`src/rtl/serial_paralelo_pkg.sv`:
```
`default_nettype none
// ============================================================================
//  Module : serial_paralelo_pkg
//  Brief  : Shared PHY receive definitions: symbol width, COM idle symbol
//           and the deserializer state encoding.
//  Rev    : 1.0  initial release
// ============================================================================
package serial_paralelo_pkg;

  localparam int SYM_W = 8;

  // Idle/alignment symbol, shared with the transmit serializer
  localparam logic [SYM_W-1:0] COM_SYMBOL = 8'hBC;

  typedef enum logic [1:0] {
    SEARCH  = 2'd0,
    LOCKING = 2'd1,
    ACTIVE  = 2'd2
  } state_t;

endpackage
`default_nettype wire

```
`src/rtl/serial_paralelo_com_detect.sv`:
```
`default_nettype none
// ============================================================================
//  Module : serial_paralelo_com_detect
//  Brief  : 8-bit window comparator flagging the COM idle symbol.
//  Rev    : 1.0  initial release
// ============================================================================
module serial_paralelo_com_detect #(
  parameter logic [7:0] COM_SYMBOL = serial_paralelo_pkg::COM_SYMBOL
) (
  input  logic [7:0] window,
  output logic       is_com
);

  assign is_com = (window == COM_SYMBOL);

endmodule
`default_nettype wire

```
`src/rtl/serial_paralelo.sv`:
```
`default_nettype none
// ============================================================================
//  Module : serial_paralelo
//  Brief  : Receive deserializer. Hunts for COM at every bit offset, locks
//           after COM_NEEDED aligned COMs, then strobes out one byte every
//           8 bit-clocks. Once active, only reset leaves the locked state.
//  Rev    : 1.0  initial release
// ============================================================================
module serial_paralelo #(
  parameter logic [7:0] COM_SYMBOL = serial_paralelo_pkg::COM_SYMBOL,
  parameter int         COM_NEEDED = 4
) (
  input  logic       clk_32f,
  input  logic       reset,
  input  logic       data_in,
  output logic [7:0] data_out,
  output logic       valid_out,
  output logic       byte_stb,
  output logic       active
);

  import serial_paralelo_pkg::*;

  localparam logic [3:0] COM_TARGET = 4'(COM_NEEDED);

  // Only 7 history bits are needed: the 8th bit of the window is data_in itself
  logic [SYM_W-2:0] sr;
  logic [SYM_W-1:0] window;
  logic             is_com;
  state_t           state;
  state_t           next_state;
  logic [2:0]       bit_cnt;
  logic [3:0]       com_cnt;
  logic             boundary;
  logic             lock_done;
  logic             emit;

  // Byte completing on this edge
  assign window    = {sr, data_in};
  assign boundary  = (bit_cnt == 3'd7);
  assign lock_done = ((com_cnt + 4'd1) == COM_TARGET);

  serial_paralelo_com_detect #(
    .COM_SYMBOL (COM_SYMBOL)
  ) u_com_detect (
    .window (window),
    .is_com (is_com)
  );

  // State register
  always_ff @(posedge clk_32f) begin
    if (reset) begin
      state <= SEARCH;
    end else begin
      state <= next_state;
    end
  end

  // Next-state: free search, aligned COM counting, then permanent lock
  always_comb begin
    next_state = state;
    case (state)
      SEARCH: begin
        if (is_com) begin
          next_state = (COM_TARGET == 4'd1) ? ACTIVE : LOCKING;
        end
      end
      LOCKING: begin
        if (boundary) begin
          if (!is_com) begin
            next_state = SEARCH;
          end else if (lock_done) begin
            next_state = ACTIVE;
          end
        end
      end
      ACTIVE:  next_state = ACTIVE;
      default: next_state = SEARCH;
    endcase
  end

  // FSM outputs: lock indication and byte-emit qualifier
  always_comb begin
    active = (state == ACTIVE);
    emit   = (state == ACTIVE) && boundary;
  end

  // Shift register, bit position and aligned-COM counters
  always_ff @(posedge clk_32f) begin
    if (reset) begin
      sr      <= '0;
      bit_cnt <= 3'd0;
      com_cnt <= 4'd0;
    end else begin
      sr <= window[SYM_W-2:0];
      case (state)
        SEARCH: begin
          if (is_com) begin
            bit_cnt <= 3'd0;
            com_cnt <= 4'd1;
          end
        end
        LOCKING: begin
          bit_cnt <= bit_cnt + 3'd1;
          if (boundary) begin
            if (!is_com) begin
              com_cnt <= 4'd0;
            end else if (com_cnt < COM_TARGET) begin
              com_cnt <= com_cnt + 4'd1;
            end
          end
        end
        ACTIVE: begin
          bit_cnt <= bit_cnt + 3'd1;
        end
        default: begin
          bit_cnt <= 3'd0;
          com_cnt <= 4'd0;
        end
      endcase
    end
  end

  // Parallel output registers, loaded on each aligned boundary while active
  always_ff @(posedge clk_32f) begin
    if (reset) begin
      data_out  <= 8'h00;
      valid_out <= 1'b0;
      byte_stb  <= 1'b0;
    end else begin
      byte_stb <= emit;
      if (emit) begin
        data_out  <= window;
        valid_out <= !is_com;
      end
    end
  end

endmodule
`default_nettype wire
```
`config.mk`:
```
export PLATFORM = sky130hd
export DESIGN_NAME = serial_paralelo
export DESIGN_NICKNAME = d
export VERILOG_FILES = /design/src/rtl/serial_paralelo_pkg.sv /design/src/rtl/serial_paralelo_com_detect.sv /design/src/rtl/serial_paralelo.sv
export SDC_FILE = /design/constraint.sdc
export NUM_CORES = 1
export LEC_CHECK = 0
export BUFFER_PORTS_ARGS = -buffer_cell sky130_fd_sc_hd__buf_2
export CAP_MARGIN = 20
export CORE_MARGIN = 2
export CORE_UTILIZATION = 45
export CTS_BUF_LIST = sky130_fd_sc_hd__clkbuf_4 sky130_fd_sc_hd__clkbuf_8
export DETAILED_ROUTE_END_ITERATION = 16
export GPL_TIMING_DRIVEN = 0
export PLACE_DENSITY = 0.67
export SLEW_MARGIN = 20
export SYNTH_ARGS = -nofsm -noshare
export SYNTH_HDL_FRONTEND = slang
export SYNTH_SLANG_ARGS = --single-unit
```
`constraint.sdc`:
```
create_clock -name clk_32f -period 1.8 [get_ports clk_32f]
set_input_delay 0 -clock clk_32f [delete_from_list [all_inputs] [get_ports clk_32f]]
set_output_delay 0 -clock clk_32f [all_outputs]
set_load 0.1 [all_outputs]
```
### Yosys cells after proc, flatten, opt, wreduce, memory -nomap -nowiden

Cells that the tools add are included.

* flip-flop bits (word level): 26
* input port bits: 3
* word-level logic and storage cells: 38
* output and inout bits: 11

* eq/ne operators: 9
* add/sub/neg operators: 2
* reductions and logical operators: 6
* magnitude comparators: 1
* bitwise logic cells: 1
* muxes and demuxes: 12

Operator list (count)
* two-way mux 4 bit: 4
* case mux 4 bit (3 select lines): 1
* == test 8 bit, second input constant: 1
* two-way mux 2 bit: 4
* inequality test 3 bit, second input constant: 2
* case mux 2 bit (3 select lines): 1
* case mux 3 bit (2 select lines): 1
* adder 4 x 1 -> 4 bit, second input constant: 1
* == test 4 x 3 -> 1 bit, second input constant: 1
* < comparator 4 x 3 -> 1 bit, second input constant: 1
* inequality test 2 bit, second input constant: 2
* AND reduction 4 bit: 1
* adder 3 x 1 -> 3 bit, second input constant: 1
* == test 3 bit, second input constant: 1
* two-way mux 3 bit: 1
* AND reduction 3 bit: 1
* == test 2 x 1 -> 1 bit, second input constant: 1
* == test 2 bit, second input constant: 1
* zero test 2 bit: 1
* OR reduction 2 bit: 1
* logical AND 1 bit: 1
* zero test 1 bit: 1
* inverter 1 bit: 1

### Depth between registers and ports, before layout

* depth after elaboration: 6
* depth in mapped cells: 7
* mapped depth without buffers: 7

### By module

A second synthesis with hierarchy kept.

* cells, all modules: 124
* area, all modules: 1106.1 µm²

Modules (own cells, without submodules)
* serial_paralelo: times used 1, area each 1081.0 µm², seq. area each 520.5 µm², cells each 121
* serial_paralelo_com_detect: times used 1, area each 25.0 µm², seq. area each 0.0 µm², cells each 3

### Least setup slack after synthesis

OpenSTA, ideal clock, no wires.

* path kind: flip-flop to flip-flop
* start: register state[0]
* end: register valid_out
* path buffers: 1
* arrival: 1963 ps
* clock period less this slack: 2041 ps
* stages on the path, launching flop included: 7
* path slack: -241 ps
* setup time: 78 ps
* cell sequence: dfxtp_1 -> inv_1 -> ha_1 -> and2_1 -> clkbuf_1 -> nor2_1 -> nor3_1

* word-level cells in the longest chain between the ends: 2

Ends and longest elaborated chain
* start, declared: line serial_paralelo.sv:30 `state_t state;`
* start signal, assigned: line serial_paralelo.sv:55 `state <= next_state;`
* == test 2 bit
* via active: line serial_paralelo.sv:19 `output logic active`
* logical AND 1 bit: line serial_paralelo.sv:85 `emit = (state == ACTIVE) && boundary;`
* end signal, assigned: line serial_paralelo.sv:134 `valid_out <= !is_com;`
* end, declared: line serial_paralelo.sv:17 `output logic valid_out,`

The timed path passes the listed nets, and every way through them passes these cells.
A chain may end at the register's enable or synchronous reset.

### Worst setup path in the final report

* start: register state[0]
* end: register com_cnt[2]

* word-level cells in the longest chain between the ends: 3
* elaborated cells between the ends (all ways): 9

Ends and longest elaborated chain
* == test 2 x 1 -> 1 bit, or another cell as far along: line serial_paralelo.sv:96 `case (state)`
* inequality test 3 bit (no line), or another cell as far along
* AND reduction 4 bit (no line)
* end signal, assigned: line serial_paralelo.sv:109 `com_cnt <= com_cnt + 4'd1;`
* end, declared: line serial_paralelo.sv:33 `logic [3:0] com_cnt;`

Several ways; a longest one is shown, not always the timed one.

==> results.ini <==
[timing]
finalHoldViolations = 0
worst_pin_slew_ns = 0.4879
setup_viol = 0
clock_skew_ns = 0.003589
max_freq_ghz = 0.5748
relSlewSlack = 0.6770
period_needed_ns = 1.740
post-route-period-util = 0.9665
slew_viol_final = 0

[setup_path]
crit_arrival_ns = 1.97
start_kind = flip-flop
r2r_slack_ns = 0.06
timing.rr.end = com_cnt[2]$_SDFFE_PP0P_
endpoint_kind = flip-flop
critPathKind = flip-flop to flip-flop
r2r-start = state[0]$_SDFFE_PP0P_
cp.required_ns = 2.03
r2r_cells = 6
cp_max_fo = 5

[route]
drtIter0Drc = 24
routedWlPerCell_um = 12.33
route.antenna.remaining_nets = 0
vias = 914
totalWireLength_um = 2220
dr.pass1.iters = 4
viasPerCell = 5.078
remaining_drc_errors = 0

[logic_synthesis]
synth_area_leaders = dfxtp_1 (46%), nand2_1 (9.0%), ha_1 (7.8%)
ys.flop_type = dfxtp_1
async_flop_share = 0
ys_ff_latch = 26
yosysWarnings = 0
ys_top_cells_by_count = nand2_1 (27), dfxtp_1 (26), a21oi_1 (13)
synth_cell_types = 28
yosysTopAreaCellShare = 0.4627
yosys.area.top_type = dfxtp_1
syn-num-nets = 138
synthCells = 128
yosysMostFrequentCell = nand2_1
synth-edff-count = 0
seq_area_frac_synth = 0.4627
synth.cell_area_mm2 = 0.001125
synth.avg_cell_area_um2 = 8.788

[power_and_ir_drop]
p_leak_nw = 0.5244
cellPowerDensity_mw_per_mm2 = 730.0
p_sw_mw = 0.1901
switching_share = 0.1903
internal_power_mw = 0.8091
power_frac_comb = 0.019
clockPowerShare = 0.401
vdd_drop_max_mv = 0.4545
seqPwrFrac = 0.580
finalPower_mw = 0.9992

[layout]
n_fill_cell = 217
final_nets = 161
area_delta_synth_final_pct = 21.69
antenna-diode-count = 0
fin_cells = 180
multi_input_area_um2 = 613.1
regArea_um2 = 528.0
drive_gt1_frac = 0.2200

[min_path]
min_delay_path_depth = 2
min_path_type = input pin to flip-flop
hold_end = sr[1]$_SDFF_PP0_
min-delay-start = reset

[cts]
htreeDepth = 1
cts_max_path_buffers = 2
cts_tree = done
clk_pin_slew_worst_paths_ns = 0.14
cts_root_buf = clkbuf_4
clock-sinks = 26
clk_latency_ns = 0.32
numCtsBuffers = 3

[grt]
antenna_found_initial = 0
first_global_vias = 834
gr-total-overflow = 0
grt_max_degree = 16
grt_pass1_wl_um = 3629
grtUsageTotal = 0.1769

[place]
gp_congestion = 0.8162
placement.io_buffers = 12
dp_hpwl_um = 1603
placed_cells = 170

[floorplan]
die_w_um = 54.00
ioPinCount = 14
rows = 18
core_area_mm2 = 0.002432
dieArea_mm2 = 0.002915
initial_core_util = 0.4624
fp.dieH_um = 54.00

[status]
status = finished clean

[job]
cap_violations = 0

[kinds of logic after synthesis]
kind of cell               Yosys count  synth area share
buffers and inverters                8           0.02669
AOI/OAI and AO/OA                   23            0.1413
muxes                                2           0.01780
and+or+nand+nor                     62            0.2737
DFF                                 26            0.4627
adders and majority gates            7           0.07786
[how the worst max path moves through the flow]
stage,startpoint,cells after the start,endpoint
4_1_cts,bit_cnt[0]$_SDFFE_PP0P_,6,com_cnt[2]$_SDFFE_PP0P_
3_5_place_dp,bit_cnt[0]$_SDFFE_PP0P_,6,com_cnt[2]$_SDFFE_PP0P_
6_report,state[0]$_SDFFE_PP0P_,6,com_cnt[2]$_SDFFE_PP0P_
2_1_floorplan,bit_cnt[0]$_SDFFE_PP0P_,6,com_cnt[2]$_SDFFE_PP0P_
3_3_place_gp,bit_cnt[0]$_SDFFE_PP0P_,6,com_cnt[2]$_SDFFE_PP0P_
5_1_grt,state[1]$_SDFFE_PP0P_,6,com_cnt[2]$_SDFFE_PP0P_
[per-stage QoR]
stage	setup slack [ns]	hold slack [ns]	instance area, um2	setup TNS [ns]	util
2_1_floorplan	0.04468	0.1282	1127	0	-
3_3_place_gp	-0.1224	0.2623	1225	-0.2768	0.5036
3_5_place_dp	-0.1386	0.2600	1225	-0.3559	0.5036
4_1_cts	0.005815	0.02821	1315	0	0.5406
5_1_grt	-0.007614	0.06325	1369	-0.01229	0.5628
6_report	0.06025	0.02848	1369	0	0.5628
[power by group through the flow]
stage                     Combinational [mW]  Sequential [mW]  Clock (mW)
final                                 0.0187            0.580       0.401
after global routing                  0.0205            0.581       0.433
after CTS                             0.0191            0.582       0.412
after detailed placement              0.0173            0.594           0
after global placement                0.0168            0.594           0
after floorplan                       0.0113            0.593           0
[layout by cell type (no fill, tap or decap), drive strengths merged]
master and count:
nand3 4, nand3b 1, clkbuf 7, a311oi 1, nand2b 1, buf 17, dfxtp 26, nor3 2
and2 1, and4 1, or3 1, mux2i 2, a31oi 1, and4bb 1, nand2 27, o21ai 3
and4b 1, nor3b 3, a21bo 1, a32o 1, a21oi 13, dlygate4sd3 1, nor2b 10, bufinv 1
nor2 9, inv 4, o31ai 1, ha 7, a21boi 2
[per-layer routing]
layer / track usage / share of wire / up-vias
li1: - / - / 480
met1: 0.2260 / 0.46 / 412
met2: 0.2866 / 0.49 / 15
met3: 0.02778 / 0.025 / 7
met4: 0.09167 / 0.023 / 0
met5: 0 / 0 / -
[state kept, by name, summed over array words and instances, names as in the netlist]
signal	flops
com_cnt	4
valid_out	1
byte_stb	1
bit_cnt	3
state	2
sr	7
data_out	8
[layout make-up]
cell class                      instances  share of cell area
Buffer                                  4             0.01097
Clock buffer                            3             0.01645
Clock inverter                          1             0.02194
Inverter                                4             0.01097
Multi-Input combinational cell         94              0.4479
Sequential cell                        26              0.3857
Tap cell                               30             0.02742
Timing Repair Buffer                   18             0.07861
[worst max-delay path, stage by stage, from the launching register on]
cell and delay (ns):
dfxtp_2 0.37, inv_1 0.08, ha_2 0.23, a21boi_2 0.21
a311oi_4 0.42, o21ai_2 0.09, a32o_1 0.26
[repair_timing]
item,in CTS,in global routing
hold buffers,1,0
setup endpoints to repair,3,3
endpoints found under the hold margin,2,0
resized for setup,6,6
pin swaps,1,1
setup buffers,1,4
Power figures use the tool's default switching activity.
